==> src/rtl/rf_arb_pkg.sv <==
// rf_arb_pkg: shared types and constants for the register-file port arbiter.
// The capture record holds one requester's access fields for the duration of
// its transaction.
package rf_arb_pkg;

   localparam int NUM_REQ = 2;
   localparam int RF_AW   = 4;
   localparam int RF_DW   = 8;

   typedef enum logic [1:0] {
      IDLE   = 2'd0,
      ACCESS = 2'd1,
      RESP   = 2'd2
   } arb_state_t;

   typedef logic req_id_t;

   typedef struct packed {
      logic [RF_AW-1:0] ra;
      logic [RF_AW-1:0] rb;
      logic [RF_AW-1:0] rd;
      logic             we;
      logic [RF_DW-1:0] wdata;
      logic             lock;
   } cap_rec_t;

   // Turn a requester id into its one-hot strobe position.
   function automatic logic [NUM_REQ-1:0] id_onehot(input req_id_t id);
      return id ? 2'b10 : 2'b01;
   endfunction

endpackage

==> src/rtl/rf_port_arbiter_rr_pick.sv <==
// rr_pick: combinational two-way round-robin picker. A lone requester wins
// outright; when both request, the pointer decides.
module rr_pick
   import rf_arb_pkg::*;
(
   input  logic [NUM_REQ-1:0] req,
   input  req_id_t            rr_ptr,
   output req_id_t            winner,
   output logic               any
);

   // Winner selection: contention is settled by the round-robin pointer.
   always_comb begin
      any    = |req;
      winner = 1'b0;
      if (req == 2'b11) begin
         winner = rr_ptr;
      end else if (req[1]) begin
         winner = 1'b1;
      end
   end

endmodule

==> src/rtl/rf_port_arbiter.sv <==
// rf_port_arbiter: shares the 16x8 register file between the core control FSM
// (requester 0) and the debug/loader port (requester 1). Each grant is an
// IDLE/ACCESS/RESP transaction; a locked owner may chain accesses back to
// back up to LOCK_MAX grants before rotation is forced.
// Optional build macro RF_ARB_R0_ZERO_EN: r0 reads as zero and is never written.
module rf_port_arbiter
   import rf_arb_pkg::*;
#(
   parameter int DW       = RF_DW,
   parameter int AW       = RF_AW,
   parameter int LOCK_MAX = 4
) (
   input  logic          clk,
   input  logic          reset,
   input  logic [1:0]    req,
   input  logic [1:0]    lock,
   input  logic [1:0]    we,
   input  logic [AW-1:0] ra0,
   input  logic [AW-1:0] rb0,
   input  logic [AW-1:0] rd0,
   input  logic [AW-1:0] ra1,
   input  logic [AW-1:0] rb1,
   input  logic [AW-1:0] rd1,
   input  logic [DW-1:0] wdata0,
   input  logic [DW-1:0] wdata1,
   output logic [1:0]    gnt,
   output logic [1:0]    rvalid,
   output logic [DW-1:0] rdata_a,
   output logic [DW-1:0] rdata_b,
   output logic [AW-1:0] rf_ra,
   output logic [AW-1:0] rf_rb,
   output logic [AW-1:0] rf_rd,
   output logic          rf_we,
   output logic [DW-1:0] rf_wdata,
   input  logic [DW-1:0] rf_outa,
   input  logic [DW-1:0] rf_outb
);

   // Last locked grant index: the owner may chain while its count is below this.
   localparam logic [3:0] LOCK_LAST = 4'(LOCK_MAX - 1);

   arb_state_t    state_q, state_d;
   req_id_t       owner_q, owner_d;
   req_id_t       rr_ptr_q, rr_ptr_d;
   logic [3:0]    lock_cnt_q, lock_cnt_d;
   cap_rec_t      cap_q, cap_d;
   logic [DW-1:0] rdata_a_q, rdata_b_q;

   cap_rec_t      rec0, rec1;
   req_id_t       arb_ptr;
   req_id_t       pick_win;
   logic          pick_any;
   logic [DW-1:0] rd_a_val, rd_b_val;
   logic          wr_allow;

   assign rec0 = '{ra: ra0, rb: rb0, rd: rd0, we: we[0], wdata: wdata0, lock: lock[0]};
   assign rec1 = '{ra: ra1, rb: rb1, rd: rd1, we: we[1], wdata: wdata1, lock: lock[1]};

   // A fresh arbitration out of RESP already sees the rotated pointer.
   assign arb_ptr = (state_q == RESP) ? ~owner_q : rr_ptr_q;

   rr_pick u_pick (
      .req    (req),
      .rr_ptr (arb_ptr),
      .winner (pick_win),
      .any    (pick_any)
   );

`ifdef RF_ARB_R0_ZERO_EN
   assign rd_a_val = (cap_q.ra == '0) ? '0 : rf_outa;
   assign rd_b_val = (cap_q.rb == '0) ? '0 : rf_outb;
   assign wr_allow = (cap_q.rd != '0);
`else
   assign rd_a_val = rf_outa;
   assign rd_b_val = rf_outb;
   assign wr_allow = 1'b1;
`endif

   // Next-state: arbitrate in IDLE/RESP, chain locked owners, rotate otherwise.
   always_comb begin
      state_d    = state_q;
      owner_d    = owner_q;
      rr_ptr_d   = rr_ptr_q;
      lock_cnt_d = lock_cnt_q;
      cap_d      = cap_q;
      unique case (state_q)
         IDLE: begin
            if (pick_any) begin
               state_d = ACCESS;
               owner_d = pick_win;
               cap_d   = pick_win ? rec1 : rec0;
            end
         end
         ACCESS: begin
            state_d = RESP;
         end
         RESP: begin
            if (cap_q.lock && (lock_cnt_q < LOCK_LAST) && req[owner_q]) begin
               lock_cnt_d = lock_cnt_q + 4'd1;
               state_d    = ACCESS;
               cap_d      = owner_q ? rec1 : rec0;
            end else begin
               lock_cnt_d = '0;
               rr_ptr_d   = ~owner_q;
               if (pick_any) begin
                  state_d = ACCESS;
                  owner_d = pick_win;
                  cap_d   = pick_win ? rec1 : rec0;
               end else begin
                  state_d = IDLE;
               end
            end
         end
         default: begin
            state_d = IDLE;
         end
      endcase
   end

   // State and capture registers; reset drops any in-flight access.
   always_ff @(posedge clk or negedge reset) begin
      if (!reset) begin
         state_q    <= IDLE;
         owner_q    <= 1'b0;
         rr_ptr_q   <= 1'b0;
         lock_cnt_q <= '0;
         cap_q      <= '0;
      end else begin
         state_q    <= state_d;
         owner_q    <= owner_d;
         rr_ptr_q   <= rr_ptr_d;
         lock_cnt_q <= lock_cnt_d;
         cap_q      <= cap_d;
      end
   end

   // Read data is sampled during ACCESS, before that access's write lands.
   always_ff @(posedge clk or negedge reset) begin
      if (!reset) begin
         rdata_a_q <= '0;
         rdata_b_q <= '0;
      end else if (state_q == ACCESS) begin
         rdata_a_q <= rd_a_val;
         rdata_b_q <= rd_b_val;
      end
   end

   assign gnt      = (state_q == ACCESS) ? id_onehot(owner_q) : 2'b00;
   assign rvalid   = (state_q == RESP)   ? id_onehot(owner_q) : 2'b00;
   assign rdata_a  = rdata_a_q;
   assign rdata_b  = rdata_b_q;
   assign rf_ra    = cap_q.ra;
   assign rf_rb    = cap_q.rb;
   assign rf_rd    = cap_q.rd;
   assign rf_wdata = cap_q.wdata;
   assign rf_we    = (state_q == ACCESS) && cap_q.we && wr_allow;

endmodule

==> config.mk <==
export PLATFORM = sky130hd
export DESIGN_NAME = rf_port_arbiter
export DESIGN_NICKNAME = d
export VERILOG_FILES = /design/src/rtl/rf_arb_pkg.sv /design/src/rtl/rf_port_arbiter_rr_pick.sv /design/src/rtl/rf_port_arbiter.sv
export SDC_FILE = /design/constraint.sdc
export NUM_CORES = 1
export LEC_CHECK = 0
export CAP_MARGIN = 20
export CORE_MARGIN = 5
export CORE_UTILIZATION = 38
export DETAILED_ROUTE_END_ITERATION = 7
export GPL_ROUTABILITY_DRIVEN = 0
export PLACE_DENSITY = 0.72
export SYNTH_ARGS = -nofsm -noshare
export SYNTH_HDL_FRONTEND = slang
export SYNTH_SLANG_ARGS = --single-unit
==> constraint.sdc <==
create_clock -name clk -period 4 [get_ports clk]
set_clock_uncertainty 0.15 [all_clocks]
set_input_delay 1.2 -clock clk [delete_from_list [all_inputs] [get_ports clk]]
set_output_delay 1.2 -clock clk [all_outputs]
set_load 0.005 [all_outputs]
## Word-level counts from Yosys, hierarchy flattened

Index checks and enable logic that the tools add are counted.

| cells by class | value |
|---|---|
| divide/modulo/power cells | 0 |
| muxes and demuxes | 21 |
| shift-type cells | 0 |
| equal/unequal tests | 5 |
| order comparisons | 2 |
| add/subtract/negate cells | 1 |
| bitwise operators | 2 |
| $mul | 0 |
| reductions and logical operators | 8 |

Operators by type and width:

| kind | number |
|---|---|
| $mux W22 | 4 |
| $pmux W22 S2 | 1 |
| $mux W1 | 9 |
| $mux W2 | 4 |
| $pmux W2 S3 | 1 |
| $add A4 B1 Y4 const B | 1 |
| $eq A2 B2 Y1 const B | 2 |
| $lt A4 B2 Y1 const B | 1 |
| $mux W4 | 1 |
| $ne A2 B2 Y1 const B | 2 |
| $reduce_and A2 Y1 | 2 |
| $logic_and A1 B1 Y1 | 3 |
| $eq A2 B1 Y1 const B | 1 |
| $logic_not A2 Y1 | 1 |
| $lt A1 B2 Y1 const B | 1 |
| $not A1 Y1 | 2 |
| $pmux W1 S2 | 1 |
| $reduce_bool A2 Y1 | 1 |
| $reduce_or A2 Y1 | 1 |

| storage, ports and cells | value |
|---|---|
| flip-flop bits (word level) | 46 |
| memory bits (writable) | 0 |
| latch bits | 0 |
| memories kept | 0 |
| input bits | 64 |
| output and inout port bits | 41 |
| ROM bits | 0 |
| word-level logic and storage cells | 51 |

## Depth between registers and ports, before layout

| logic depth | value |
|---|---|
| word-level depth | 7 |
| mapped depth | 7 |
| gate-level depth less buffers | 5 |

## By module

Synthesis repeated with hierarchy kept, for this count alone.

| second synthesis, totals | value |
|---|---|
| cell total of the unflattened synthesis | 245 |
| area, all modules | 2678.8 um2 |

By module, submodules not included:

| module | cells an instance | sequential area each (um2) | times used | area each (um2) |
|---|---|---|---|---|
| rf_port_arbiter | 242 | 1151.1 | 1 | 2661.3 |
| rr_pick | 3 | 0.0 | 1 | 17.5 |

## Worst setup path after synthesis

OpenSTA, ideal clock, no wires.

| timing | value |
|---|---|
| path kind | reg2out |
| start | reg state_q[0] |
| end | out gnt[0] |
| arrival time | 1202 ps |
| stages on the path, launching flop included | 6 |
| path slack | 1448 ps |
| cell sequence | dfrtp_1 buf_6 nand2b_1 clkbuf_1 buf_1 nor2_1 |

| between the ends | value |
|---|---|
| word-level cells in the longest chain between the ends | 2 |

Ends and longest elaborated chain:

| element | line | text |
|---|---|---|
| start, declared | rf_port_arbiter.sv:42 | `arb_state_t state_q, state_d;` |
| start signal, assigned | rf_port_arbiter.sv:129 | `state_q <= state_d;` |
| $eq A2 B1 Y1 | rf_port_arbiter.sv:148 | `assign gnt = (state_q == ACCESS) ? id_onehot(owner_q) : 2'b00;` |
| $mux W2 | rf_port_arbiter.sv:148 |  |
| end, declared | rf_port_arbiter.sv:26 | `output logic [1:0] gnt,` |

No other way between the ends.

## Final worst setup path

| timing | value |
|---|---|
| start | reg state_q[0] |
| end | out rf_we |

| between the ends | value |
|---|---|
| word-level cells in the longest chain between the ends | 2 |

Ends and longest elaborated chain:

| element | line | text |
|---|---|---|
| $eq A2 B1 Y1 | rf_port_arbiter.sv:156 | `assign rf_we = (state_q == ACCESS) && cap_q.we && wr_allow;` |
| $logic_and A1 B1 Y1 | rf_port_arbiter.sv:156 |  |
| end, declared | rf_port_arbiter.sv:33 | `output logic rf_we,` |

No other way between the ends.

==> metrics <==
crit-path cells nand2b_1 > buf_4 > nor2_1 > clkdlybuf4s50_1; DIE WIDTH 94.63 um; dpl cells between 400 and 500; post-route ant nets 0; register clock-pin slew on the reported worst setup and hold paths 80 ps; RSZ-0062 raised after global routing false; antenna cells 0; Unique masters post-synth 36; cts bufs inserted 5; HPWL after DPL between 5 and 6 mm; routed vias 2424; Pwr Density around 440 mW/mm^2; Die Height 94.63 um; I/O pins about 110; Yosys top cell by area dfrtp_1; quantity of gates resized following cts 0; CTS tree done; # hold bufs at CTS 0; PortBufs between 100 and 150; max_cap viols 0; Critical Path Source Type flop; post-layout instance area approximately 0.0037 sq mm; WP data arrival just under 2000 ps; initial antenna violation count 0; Post-CTS Setup Inserts 0; Max Slew Vio Count 0; cell count after synthesis 302; CTS Buffer Depth 2; Final nets ~440; register area share after synthesis between 40% and 50%; most frequent cells in the layout clkdlybuf4s50_1 (103), nand2_1 (59), dfrtp_1 (46); LEAKAGE ~1.7 nW; synthesis warning total 0; largest stage delay on the critical path about 650 ps; final setup fails 0; Clock Latency Late Sink 290 ps; Setup WS pre-CTS 542.0 ps; layout cells sized above 1 around 6.1%; flops & latches, synth between 40 and 50; Cell Rows 30; DR vias/cell between 5 and 6; top layer in use met4; Max FO, Critical Path 20; Syn Std Cell Area 0.002721 sq mm; met2 routed WL 3.323 mm; CP max-delay cell dfrtp_1; Wirelength per Cell approximately 15 um; Crit Path Class flop to output pin; hold slack final ~330 ps; Setup crit end kind output pin; run status complete, no violations; post-route clock period utilization slightly above 80%; die area ~0.009 sq mm; Final WS setup 708.2 ps; share of Yosys cell area claimed by the top area cell type a little over two fifths; Hold Violations, Final 0; final WL approximately 7.3 mm; CTS sink count 46; Core Area around 0.0069 sq mm; worst hold path class flop to flop; initial core utilization 39.62%; commonest non-fill, non-tap cell in the layout clkdlybuf4s50_1; vias in the first global route about 2600; residual DRC count 0; largest net degree at the start of global routing 47; worst slew pin tran ~940 ps; GRT Total Usage 16.77%; syn_nets 367; H-tree depth 2; GRT Residual Overflow 0; Fmax achieved 303.8 MHz; First DRT Iteration DRCs roughly 140; non-filler instance count after layout about 470; normalized max-slew margin between 30% and 40%; Data required, critical path 2650 ps; global-route wire length before repair roughly 12 mm; Syn Area/Cell roughly 9 sq um; Root Buffer clkbuf_8; first drt pass iteration count 4; Final TNS setup 0 ps; Post-DP Area roughly 0.0036 sq mm; met3 WL post-DR 715 um; synth top area cells dfrtp_1 (42%), nand2_1 (8.1%), buf_4 (6.1%); Metal-1 WL approximately 3.2 mm; Max VDD drop around 280 uV; Area Growth Syn to Fin 37.33%; Final min period approximately 3300 ps
[worst max-delay path: cells and delay by family (launching register included)]
family / cells / cell delay, ps
buffers and inverters: 2 / 740
DFF: 1 / 650
and+or+nand+nor: 2 / 250
[layer usage]
| metal | GRT usage (%) | up-vias |
|---|---|---|
| met4 | 4.688 | 0 |
| met3 | 6.614 | 11 |
| li1 | - | 1168 |
| met5 | 0 | - |
| met2 | 27.30 | 89 |
| met1 | 20.60 | 1156 |
[per-stage QoR]
stage,total power [mW],util [%]
2_1_floorplan,1.117,-
3_3_place_gp,1.390,53.01
4_1_cts,1.683,54.12
6_report,1.663,54.41
3_5_place_dp,1.406,53.01
5_1_grt,1.790,54.41
[cells by family (layout without fill, tap and decap cells)]
group	count (synthesis)	count (layout)	share of synthesized area (%)
AND/OR/NAND/NOR	95	95	15.22
AO/OA/AOI/OAI	82	82	23.54
buffers and inverters	64	140	13.24
flip-flops	46	46	42.30
multiplexers	14	14	5.241
adder cells (fa/ha/maj)	1	1	0.4597
[power breakdown]
part	leakage, nW	switching [mW]	internal, mW
registers	0.554	0.0845	0.588
logic	1.06	0.307	0.417
clock network	0.0383	0.145	0.121
[cell type report]
cell class | instances | area (sq um)
Clock buffer | 7 | 76.32
Fill cell | 636 | 3132
Inverter | 23 | 86.33
Multi-Input combinational cell | 192 | 1210
Sequential cell | 46 | 1151
Tap cell | 96 | 120.1
Timing Repair Buffer | 110 | 1094
[path summary, 6_finish.rpt]
check                      slack (ps)    endpoint       start  cells after the start
hold reg to reg                   330  rdata_b[5]  rdata_b[5]                      2
max in group asynchronous        2570  rdata_a[0]       reset                      2
min in group asynchronous         640    rf_rb[3]       reset                      1
hold / removal                    330  rdata_b[5]  rdata_b[5]                      2
setup reg to reg                 1390    rf_rd[1]     owner_q                      5
setup / recovery                  710       rf_we  state_q[0]                      4
[synthesized netlist by cell type, drive strengths merged]
cell,n
a211oi,1
a21oi,22
a221o,12
a221oi,1
a22o,13
a22oi,9
a311oi,1
a31oi,1
and2,3
and3,2
and4bb,1
buf,33
clkbuf,8
clkinv,1
dfrtp,46
ha,1
inv,22
mux2,2
mux2i,12
nand2,59
nand2b,2
nand3,2
nand4b,1
nor2,23
nor2b,1
nor4b,1
o21ai,10
o21bai,1
o2bb2ai,9
o311a,1
o32ai,1
[registers in the layout, indices dropped and copies added, names as in the netlist]
signal	cells
rdata_a	8
rdata_b	8
rf_wdata	8
lock_cnt_q	4
rf_ra	4
rf_rb	4
rf_rd	4
cap_q	2
state_q	2
owner_q	1
rr_ptr_q	1
Note: power is estimated with default switching activity, not from simulation.
